### src/rtl/commit_queue.sv
`timescale 1ns / 1ps
// commit_queue: DEPTH-entry in-order commit queue fed by execute over a ready/valid handshake.
// The head entry retires a register writeback, a data FIFO store, an exception, a jump
// redirect or a CSR write (issued over AXI-Lite with AW and W in parallel). A 64-bit
// retired-instruction counter is kept alongside.
//
// Ports:
//   clk, reset                  clock, asynchronous active-low reset
//   execute_*                   entry offered by execute (valid/ready handshake)
//   datafifo_*                  store push towards the data FIFO (full is back-pressure)
//   exception_*_out             exception strobe with cause, value and PC
//   rd_*_out                    register writeback strobe
//   commit_valid                head entry retired this cycle
//   pipeline_flush/pipeline_pc  discard younger work and refetch from pipeline_pc
//   active_rd                   one-hot of queued, unretired destination registers
//   instret                     retired-instruction count
//   axil_csr_*                  AXI-Lite write channel for CSR writes
module commit_queue #(
  parameter int unsigned XLEN          = 32,
  parameter int unsigned DEPTH         = 2,
  parameter int unsigned EXC_CSR_FAULT = 2
) (
  input  logic            clk,
  input  logic            reset,

  input  logic            execute_valid,
  output logic            execute_ready,
  input  logic [4:0]      execute_rd,
  input  logic [XLEN-1:0] execute_rd_val,
  input  logic [XLEN-1:0] execute_inst_pc,
  input  logic [XLEN-1:0] execute_jump_pc,
  input  logic            execute_jump_valid,
  input  logic [5:0]      execute_exception_num,
  input  logic [XLEN-1:0] execute_exception_val,
  input  logic            execute_exception_valid,
  input  logic [XLEN-1:0] execute_store_addr,
  input  logic [XLEN-1:0] execute_store_val,
  input  logic [1:0]      execute_store_size,
  input  logic            execute_store_valid,
  input  logic [11:0]     execute_csr_write_addr,
  input  logic [XLEN-1:0] execute_csr_write_val,
  input  logic            execute_csr_write_valid,

  input  logic            datafifo_full,
  output logic [XLEN-1:0] datafifo_addr_out,
  output logic [XLEN-1:0] datafifo_val_out,
  output logic [1:0]      datafifo_size_out,
  output logic            datafifo_valid_out,

  output logic [5:0]      exception_num_out,
  output logic [XLEN-1:0] exception_val_out,
  output logic [XLEN-1:0] exception_pc_out,
  output logic            exception_valid_out,

  output logic [4:0]      rd_out,
  output logic [XLEN-1:0] rd_val_out,
  output logic            rd_valid_out,

  output logic            commit_valid,
  output logic            pipeline_flush,
  output logic [XLEN-1:0] pipeline_pc,
  output logic [31:0]     active_rd,
  output logic [63:0]     instret,

  output logic [11:0]     axil_csr_awaddr,
  output logic            axil_csr_awvalid,
  input  logic            axil_csr_awready,
  output logic [XLEN-1:0] axil_csr_wdata,
  output logic            axil_csr_wvalid,
  input  logic            axil_csr_wready,
  input  logic [1:0]      axil_csr_bresp,
  input  logic            axil_csr_bvalid,
  output logic            axil_csr_bready
);

  localparam int unsigned PtrW = (DEPTH > 1) ? $clog2(DEPTH) : 1;
  localparam int unsigned CntW = PtrW + 1;

  typedef struct packed {
    logic [4:0]      rd;
    logic [XLEN-1:0] rd_val;
    logic [XLEN-1:0] inst_pc;
    logic [XLEN-1:0] jump_pc;
    logic            jump_valid;
    logic [5:0]      exc_num;
    logic [XLEN-1:0] exc_val;
    logic            exc_valid;
    logic [XLEN-1:0] st_addr;
    logic [XLEN-1:0] st_val;
    logic [1:0]      st_size;
    logic            st_valid;
    logic [11:0]     csr_addr;
    logic [XLEN-1:0] csr_val;
    logic            csr_valid;
  } entry_t;

  typedef enum logic [2:0] {
    KindNodata,
    KindException,
    KindWaitFifo,
    KindWaitCsrw,
    KindCommit
  } head_kind_e;

  typedef enum logic [1:0] {
    StIdle,
    StAwW,
    StBresp,
    StCsrCommit
  } csr_state_e;

  // Queue storage and pointers
  entry_t          mem_q [DEPTH];
  entry_t          mem_d [DEPTH];
  logic [PtrW-1:0] head_q, head_d;
  logic [PtrW-1:0] tail_q, tail_d;
  logic [CntW-1:0] count_q, count_d;
  logic [63:0]     instret_q, instret_d;

  // CSR write sequencing
  csr_state_e      csr_state_q, csr_state_d;
  logic            aw_done_q, aw_done_d;
  logic            w_done_q, w_done_d;
  logic            csr_fault_q, csr_fault_d;

  entry_t          head;
  entry_t          entry_in;
  head_kind_e      head_kind;
  logic            push;
  logic            pop;
  logic            aw_hs;
  logic            w_hs;
  logic [PtrW-1:0] ar_idx;

  assign head = mem_q[head_q];

  always_comb begin
    entry_in            = '0;
    entry_in.rd         = execute_rd;
    entry_in.rd_val     = execute_rd_val;
    entry_in.inst_pc    = execute_inst_pc;
    entry_in.jump_pc    = execute_jump_pc;
    entry_in.jump_valid = execute_jump_valid;
    entry_in.exc_num    = execute_exception_num;
    entry_in.exc_val    = execute_exception_val;
    entry_in.exc_valid  = execute_exception_valid;
    entry_in.st_addr    = execute_store_addr;
    entry_in.st_val     = execute_store_val;
    entry_in.st_size    = execute_store_size;
    entry_in.st_valid   = execute_store_valid;
    entry_in.csr_addr   = execute_csr_write_addr;
    entry_in.csr_val    = execute_csr_write_val;
    entry_in.csr_valid  = execute_csr_write_valid;
  end

  // Classify the head entry; earlier tests win.
  always_comb begin
    if (count_q == '0) begin
      head_kind = KindNodata;
    end else if (head.exc_valid) begin
      head_kind = KindException;
    end else if (head.st_valid && datafifo_full) begin
      head_kind = KindWaitFifo;
    end else if (head.csr_valid) begin
      head_kind = KindWaitCsrw;
    end else begin
      head_kind = KindCommit;
    end
  end

  // Retirement outputs
  always_comb begin
    commit_valid        = 1'b0;
    pipeline_flush      = 1'b0;
    pipeline_pc         = '0;
    rd_out              = '0;
    rd_val_out          = '0;
    rd_valid_out        = 1'b0;
    datafifo_addr_out   = '0;
    datafifo_val_out    = '0;
    datafifo_size_out   = '0;
    datafifo_valid_out  = 1'b0;
    exception_num_out   = '0;
    exception_val_out   = '0;
    exception_pc_out    = '0;
    exception_valid_out = 1'b0;
    unique case (head_kind)
      KindException: begin
        commit_valid        = 1'b1;
        pipeline_flush      = 1'b1;
        exception_valid_out = 1'b1;
        exception_num_out   = head.exc_num;
        exception_val_out   = head.exc_val;
        exception_pc_out    = head.inst_pc;
      end
      KindCommit: begin
        commit_valid = 1'b1;
        if (head.rd != 5'd0) begin
          rd_valid_out = 1'b1;
          rd_out       = head.rd;
          rd_val_out   = head.rd_val;
        end
        if (head.st_valid) begin
          datafifo_valid_out = 1'b1;
          datafifo_addr_out  = head.st_addr;
          datafifo_val_out   = head.st_val;
          datafifo_size_out  = head.st_size;
        end
        if (head.jump_valid) begin
          pipeline_flush = 1'b1;
          pipeline_pc    = head.jump_pc;
        end
      end
      KindWaitCsrw: begin
        if (csr_state_q == StCsrCommit) begin
          commit_valid = 1'b1;
          if (csr_fault_q) begin
            exception_valid_out = 1'b1;
            exception_num_out   = 6'(EXC_CSR_FAULT);
            exception_pc_out    = head.inst_pc;
            pipeline_flush      = 1'b1;
          end else if (head.rd != 5'd0) begin
            rd_valid_out = 1'b1;
            rd_out       = head.rd;
            rd_val_out   = head.rd_val;
          end
        end
      end
      default: ;
    endcase
  end

  // Retiring head frees its slot in the same cycle.
  assign execute_ready = (count_q < CntW'(DEPTH)) || commit_valid;
  assign push          = execute_valid && execute_ready;
  assign pop           = commit_valid;

  always_comb begin
    mem_d = mem_q;
    if (push) begin
      mem_d[tail_q] = entry_in;
    end
  end

  always_comb begin
    head_d  = head_q;
    tail_d  = tail_q;
    count_d = count_q;
    if (pipeline_flush) begin
      // Flush empties the queue and drops a same-cycle push.
      head_d  = '0;
      tail_d  = '0;
      count_d = '0;
    end else begin
      head_d  = head_q + PtrW'(pop);
      tail_d  = tail_q + PtrW'(push);
      count_d = count_q + CntW'(push) - CntW'(pop);
    end
  end

  assign instret_d = (commit_valid && !exception_valid_out) ? instret_q + 64'd1 : instret_q;
  assign instret   = instret_q;

  always_comb begin
    active_rd = '0;
    ar_idx    = '0;
    for (int unsigned k = 0; k < DEPTH; k++) begin
      ar_idx = head_q + PtrW'(k);
      if ((CntW'(k) < count_q) && !((k == 0) && commit_valid) && (mem_q[ar_idx].rd != 5'd0)) begin
        active_rd[mem_q[ar_idx].rd] = 1'b1;
      end
    end
  end

  // AXI-Lite CSR write: AW and W raised together, each dropped on its own handshake.
  assign axil_csr_awvalid = (csr_state_q == StAwW) && !aw_done_q;
  assign axil_csr_wvalid  = (csr_state_q == StAwW) && !w_done_q;
  assign axil_csr_awaddr  = axil_csr_awvalid ? head.csr_addr : '0;
  assign axil_csr_wdata   = axil_csr_wvalid ? head.csr_val : '0;
  assign axil_csr_bready  = (csr_state_q == StBresp);
  assign aw_hs            = axil_csr_awvalid && axil_csr_awready;
  assign w_hs             = axil_csr_wvalid && axil_csr_wready;

  always_comb begin
    csr_state_d = csr_state_q;
    aw_done_d   = aw_done_q;
    w_done_d    = w_done_q;
    csr_fault_d = csr_fault_q;
    unique case (csr_state_q)
      StIdle: begin
        if (head_kind == KindWaitCsrw) begin
          csr_state_d = StAwW;
          aw_done_d   = 1'b0;
          w_done_d    = 1'b0;
        end
      end
      StAwW: begin
        aw_done_d = aw_done_q || aw_hs;
        w_done_d  = w_done_q || w_hs;
        if (aw_done_d && w_done_d) begin
          csr_state_d = StBresp;
        end
      end
      StBresp: begin
        if (axil_csr_bvalid) begin
          csr_fault_d = (axil_csr_bresp != 2'b00);
          csr_state_d = StCsrCommit;
        end
      end
      StCsrCommit: begin
        csr_state_d = StIdle;
      end
      default: begin
        csr_state_d = StIdle;
      end
    endcase
  end

  always_ff @(posedge clk or negedge reset) begin
    if (!reset) begin
      head_q      <= '0;
      tail_q      <= '0;
      count_q     <= '0;
      instret_q   <= '0;
      csr_state_q <= StIdle;
      aw_done_q   <= 1'b0;
      w_done_q    <= 1'b0;
      csr_fault_q <= 1'b0;
    end else begin
      head_q      <= head_d;
      tail_q      <= tail_d;
      count_q     <= count_d;
      instret_q   <= instret_d;
      csr_state_q <= csr_state_d;
      aw_done_q   <= aw_done_d;
      w_done_q    <= w_done_d;
      csr_fault_q <= csr_fault_d;
    end
  end

  // Payload storage needs no reset: every use is qualified by count_q.
  always_ff @(posedge clk) begin
    mem_q <= mem_d;
  end

endmodule

### config.mk
export PLATFORM = sky130hd
export DESIGN_NAME = commit_queue
export DESIGN_NICKNAME = d
export VERILOG_FILES = /design/src/rtl/commit_queue.sv
export SDC_FILE = /design/constraint.sdc
export NUM_CORES = 1
export LEC_CHECK = 0
export CORE_AREA = 2 2 239 241
export CTS_CLUSTER_SIZE = 14
export DETAILED_ROUTE_END_ITERATION = 10
export DIE_AREA = 0 0 241 243
export DONT_BUFFER_PORTS = 1
export PLACE_DENSITY = 0.6
export RECOVER_POWER = 25
export SETUP_SLACK_MARGIN = 0.4
export SLEW_MARGIN = 25
export SYNTH_ARGS = -nofsm -noshare
export SYNTH_HDL_FRONTEND = slang
export SYNTH_SLANG_ARGS = --single-unit
### constraint.sdc
create_clock -name clk -period 9.2 [get_ports clk]
set_input_delay 0.92 -clock clk [delete_from_list [all_inputs] [get_ports clk]]
set_output_delay 0.92 -clock clk [all_outputs]
set_load 0.005 [all_outputs]
Word-level counts from Yosys, hierarchy flattened
Cells that the tools add are included.

storage, ports and cells
  bits in read-only memories = 0
  output and inout bits = 354
  logic and storage cells = 166
  input port bits = 262
  memories = 0
  register bits = 579
  latch bits = 0
  memory bits (writable) = 0

cells by class
  multiplexer cells = 67
  equal/unequal tests = 9
  multiply operators = 0
  bitwise operators = 4
  magnitude comparators = 11
  add/sub/neg operators = 6
  shift-type cells = 0
  div/mod/pow operators = 0
  reductions and logical operators = 31

operators by type and width
  cell                                                 count
  2-to-1 mux 253 bit                                   7
  bitwise mux 506 bit                                  1
  2-to-1 mux 32 bit                                    15
  demux 253 bit (select 1 bit)                         1
  case mux 32 bit (2 select lines)                     2
  adder 64 x 1 -> 64 bit, second input constant        1
  bitwise OR 32 bit                                    1
  2-to-1 mux 2 bit                                     8
  2-to-1 mux 5 bit                                     3
  logical AND 1 bit                                    14
  2-to-1 mux 1 bit                                     14
  < comparator 5 x 6 -> 1 bit, second input constant   2
  2-to-1 mux 12 bit                                    1
  2-to-1 mux 3 bit                                     4
  case mux 6 bit (2 select lines)                      1
  demux 1 bit (select 5 bit)                           2
  >= comparator 5 x 1 -> 1 bit, second input constant  2
  case mux 1 bit (2 select lines)                      5
  case mux 5 bit (2 select lines)                      1
  nonzero test 5 bit                                   2
  case mux 2 bit (4 select lines)                      1
  >= comparator 2 bit, second input constant           3
  inverter 1 -> 2 bit                                  3
  == test 2 bit, second input constant                 2
  21 further kinds                                     32

Depth between registers and ports, before layout
  word-level depth = 17
  gate-level depth with buffers = 12
  gate-level depth less buffers = 11

Worst setup path after synthesis
No wires, ideal clock.

  path kind = input-to-reg
  from = in datafifo_full
  to = reg mem_q[0] in the netlist's numbering, enable pin
  path slack = 1.039 ns
  stages = 5
  path buffers = 0
  setup time = 0.647 ns
  data arrival time = 7.514 ns
  data required time = 8.553 ns
  cell sequence = a2bb2oi_1 -> o22ai_1 -> nand2_1 -> and2_1 -> ha_1

between the ends
  cells in the longest elaborated chain, start to end = 9
  elaborated cells on any way between the ends = 11
  those cells by class = eq/ne (3); mux (4); reduce/logical (4)

RTL lines
  element                                                         line  text
  start: declaration                                              44    input logic datafifo_full,
  logical AND 1 bit (*)                                           162   end else if (head.st_valid && datafifo_full) begin
  2-to-1 mux 3 bit (*)                                            162
  2-to-1 mux 3 bit (*)                                            160   end else if (head.exc_valid) begin
  2-to-1 mux 3 bit (*)                                            158   if (count_q == '0) begin
  == test 3 bit / == test 3 x 1 -> 1 bit (equally long branches)  187   unique case (head_kind)
  OR reduction 2 bit (no line)                                    --
  case mux 1 bit (2 select lines) (*)                             187
  logical OR 1 bit (*)                                            234   assign execute_ready = (count_q < CntW'(DEPTH)) || commit_valid;
  net execute_ready                                               27    output logic execute_ready,
  logical AND 1 bit (*)                                           235   assign push = execute_valid && execute_ready;
  end signal: assignment                                          343   mem_q <= mem_d;
  end: declaration                                                113   entry_t mem_q [DEPTH];

The timed path passes the listed nets; every way through them passes the cells marked *.
A chain may end at the register's enable or synchronous reset.

Final worst setup path
  from = reg head_q
  to = reg mem_q[241] in the netlist's numbering, enable pin

between the ends
  cells in the longest elaborated chain, start to end = 13
  elaborated cells on any way between the ends = 16
  those cells by class = eq/ne (3); mux (8); bitwise (1); reduce/logical (4)

RTL lines
  element                                                         line      text
  start: declaration                                              115       logic [PtrW-1:0] head_q, head_d;
  start signal: assignment                                        321       head_q <= '0;
  start signal: assignment                                        330       head_q <= head_d;
  inverter 1 -> 2 bit (not written as such) (*)                   135       assign head = mem_q[head_q];
  2-to-1 mux 253 bit (not written as such) (*) (3 in a row)       135
  2-to-1 mux 3 bit / logical AND 1 bit (equally long branches)    164, 162
  2-to-1 mux 3 bit                                                162
  2-to-1 mux 3 bit (*)                                            160
  2-to-1 mux 3 bit (*)                                            158
  == test 3 bit / == test 3 x 1 -> 1 bit (equally long branches)  187
  OR reduction 2 bit (no line)                                    --
  case mux 1 bit (2 select lines) (*)                             187
  logical OR 1 bit (*)                                            234
  net execute_ready                                               27
  logical AND 1 bit (*)                                           235

The timed path passes the listed nets; every way through them passes the cells marked *. The select of a mux whose other input is x is not followed.

==> flow_metrics.env <==
export IMPL_status="finished clean"
export IMPL_via_per_inst=5.33
export IMPL_dp_hpwl_um=39300
export IMPL_ir_worst_vdd_mv=0.211
export IMPL_final_cell_mix="edfxtp_1 (506), nor2_1 (282), mux2i_1 (252)"
export IMPL_path_cells="buf_12, mux2i_1, a2bb2oi_1, o22ai_1, nand2_1, and2_1, ha_4, buf_6"
export IMPL_yosys_area_top_type_share_pct=64.9
export IMPL_fin_crit_ps=5130
export IMPL_cts_tree="built"
export IMPL_yosys_warnings=0
export IMPL_wl_per_cell_um=24.3
export IMPL_die_area_um2=58600
export IMPL_worstSkewPairLatency_ps=620
export IMPL_grt_usage_pct=19.0
export IMPL_critPathLaunchType="flip-flop"
export IMPL_cp_end_kind="flip-flop"
export IMPL_cts_buffers=61
export IMPL_post_dp_cell_area_um2=24200
export IMPL_instances_no_fill=2364
export IMPL_clk_pin_slew_ps=60
export IMPL_p_leak_nw=9.35
export IMPL_postCtsSetupBuffers=0
export IMPL_drive_above_1_share_pct=8.58
export IMPL_syn_inst=1554
export IMPL_area_delta_synth_final_pct=12.3
export IMPL_io_pins=616
export IMPL_cpMaxStageDelayCell="dfrtp_4"
export IMPL_place_congestion=0.844
export IMPL_worstPathMaxFanout=143
export IMPL_initialDrtViolationCount=899
export IMPL_grt_max_degree=144
export IMPL_fin_worst_skew_ps=20.2
export IMPL_r2r_end="mem_q[241]"
export IMPL_relSlewSlack_pct=23.0
export IMPL_cap_viol_max_count=0
export IMPL_reg2reg_from="head_q"
export IMPL_ys_seq_elements=579
export IMPL_fillers=4855
export IMPL_layout_commonest_cell="edfxtp_1"
export IMPL_cts_htree_levels=2
export IMPL_finish_instance_area_um2=26300
export IMPL_worstMarginPinSlew_ps=1150
export IMPL_cts_sinks=579
export IMPL_hold_viol=0
export IMPL_min_path_type="in -> async"
export IMPL_grt_overflow_total=0
export IMPL_yosys_area_top_type="edfxtp_1"
export IMPL_firstDrtPassIters=5
export IMPL_synth_edff_count=506
export IMPL_fp_dieW_um=241
export IMPL_antenna_found_initial=2
export IMPL_cts_resized=0
export IMPL_worstSetupPathType="reg -> reg"
export IMPL_synthArstFlopShare_pct=12.6
export IMPL_finalCritPeriodShare_pct=55.8
export IMPL_required_ps=9440
export IMPL_ys_seq_area_share_pct=72.7
export IMPL_cts_root_buf="clkbuf_16"
export IMPL_synth_flop_cell="edfxtp_1"
export IMPL_syn_num_nets=1825
export IMPL_postSynthAreaPerCell_um2=15.1
export IMPL_grt_pass1_vias=12800
export IMPL_post_route_drc_count=0
export IMPL_synthesis_area_um2=23400
export IMPL_antenna_cells=0
export IMPL_setup_violations=0
export IMPL_nets=1829
export IMPL_port_buffers=0
export IMPL_vias=12600
export IMPL_fmax_mhz=195
export IMPL_start_util_pct=41.8
export IMPL_wirelength_um=57400
export IMPL_powerDensity_nw_per_um2=305
export IMPL_slew_viol_final=0
export IMPL_grt_pass1_wl_um=83000
export IMPL_reg2regPathDepth=8
export IMPL_cts_max_path_buffers=3
export IMPL_post_place_ws_ps=3530
export IMPL_dpl_cell_count=2250
export IMPL_regToRegSetupSlack_ps=4070
export IMPL_arrival_ps=5370
export IMPL_coreArea_um2=56000
export IMPL_die_height_um=243
export IMPL_synth_area_leaders="edfxtp_1 (65%), mux2i_1 (11%), dfrtp_1 (7.8%)"
export IMPL_synth_distinct_cells=56
export IMPL_ant_nets=0
export IMPL_fin_setup_tns_ps=0
export IMPL_row_count=87
export IMPL_rsz0062_at_grt="no"
export IMPL_cts_hold_buf=1
export IMPL_max_stage_delay_ps=760
export IMPL_fin_ws_ps=4070
## final cells by class
class | instances | area (um2) | area share [%]
Multi-Input combinational cell | 876 | 5990 | 22.8
Tap cell | 756 | 946 | 3.60
Clock buffer | 72 | 1600 | 6.08
Inverter | 26 | 97.6 | 0.371
Sequential cell | 579 | 17000 | 64.8
Clock inverter | 41 | 447 | 1.70
Timing Repair Buffer | 14 | 174 | 0.662
## through the flow
| step | hold slack [ps] | total power, mW | utilization, % |
|---|---|---|---|
| after floorplan | 465 | 5.17 | - |
| after global placement | 486 | 5.60 | 43.2 |
| after detailed placement | 490 | 5.62 | 43.3 |
| after CTS | 168 | 8.13 | 47.0 |
| after global routing | 193 | 8.40 | 47.0 |
| final | 207 | 8.02 | 47.0 |
## per-layer routing
layer | vias to the layer above | GRT usage (%) | share of wire, %
met5 | - | 0 | 0.023
met4 | 2 | 6.46 | 3.1
met3 | 114 | 8.42 | 11
met2 | 514 | 32.0 | 51
met1 | 6227 | 21.5 | 35
li1 | 5743 | - | -
## worst max path at each step
stage | slack, ps | start | endpoint
2_1_floorplan | 1040 | datafifo_full | mem_q[0]
3_3_place_gp | 3590 | head_q | mem_q[161]
3_5_place_dp | 3530 | head_q | mem_q[337]
4_1_cts | 3470 | head_q | mem_q[337]
5_1_grt | 3530 | head_q | mem_q[341]
6_report | 4070 | head_q | mem_q[241]
## cell usage after synthesis, types with 3 or more instances
| cell type | n |
|---|---|
| a21oi_1 | 13 |
| a22oi_1 | 3 |
| a31oi_1 | 3 |
| a32o_1 | 3 |
| and2_1 | 5 |
| and3_1 | 5 |
| buf_2 | 25 |
| buf_6 | 6 |
| clkbuf_1 | 39 |
| dfrtp_1 | 73 |
| edfxtp_1 | 506 |
| ha_1 | 9 |
| inv_1 | 26 |
| mux2_2 | 7 |
| mux2i_1 | 252 |
| nand2_1 | 61 |
| nand2b_1 | 6 |
| nand3_1 | 27 |
| nand4_1 | 21 |
| nor2_1 | 282 |
| nor2b_1 | 5 |
| nor3_1 | 23 |
| nor4_1 | 14 |
| nor4_2 | 4 |
| o21ai_0 | 5 |
| o22ai_1 | 31 |
| xnor2_1 | 23 |
| xor2_1 | 42 |
## registers in the layout (all words and copies together) (netlist names)
register	count
mem_q	506
instret	64
count_q	2
csr_state_q	2
aw_done_q	1
csr_fault_q	1
head_q	1
tail_q	1
w_done_q	1
## worst max-delay path, delay by kind of cell, from the launching register on
kind,cells,cell delay (ps)
and+or+nand+nor,2,610
muxes,1,510
adders and majority gates,1,630
DFF,1,760
buffers and inverters,2,1250
AOI/OAI and AO/OA,2,830
## power breakdown
part,leakage [nW],switching (mW),internal (mW),total (mW)
combinational,2.70,1.29,0.601,1.89
clock,0.991,1.01,1.47,2.48
sequential,5.66,0.176,3.47,3.65
## kinds of logic (layout without fill, tap and decap cells)
group / after synthesis / in the layout / share of synthesized area (%)
mux: 260 / 260 / 11.2
flops: 579 / 579 / 72.7
other cells: 1 / 1 / 0.0160
fa+ha+maj: 9 / 9 / 0.481
buf+inv: 99 / 153 / 1.93
xor+xnor: 66 / 66 / 2.50
compound gates: 69 / 69 / 1.92
simple gates: 471 / 471 / 9.25
No activity file was read; power rests on OpenSTA's default activity.
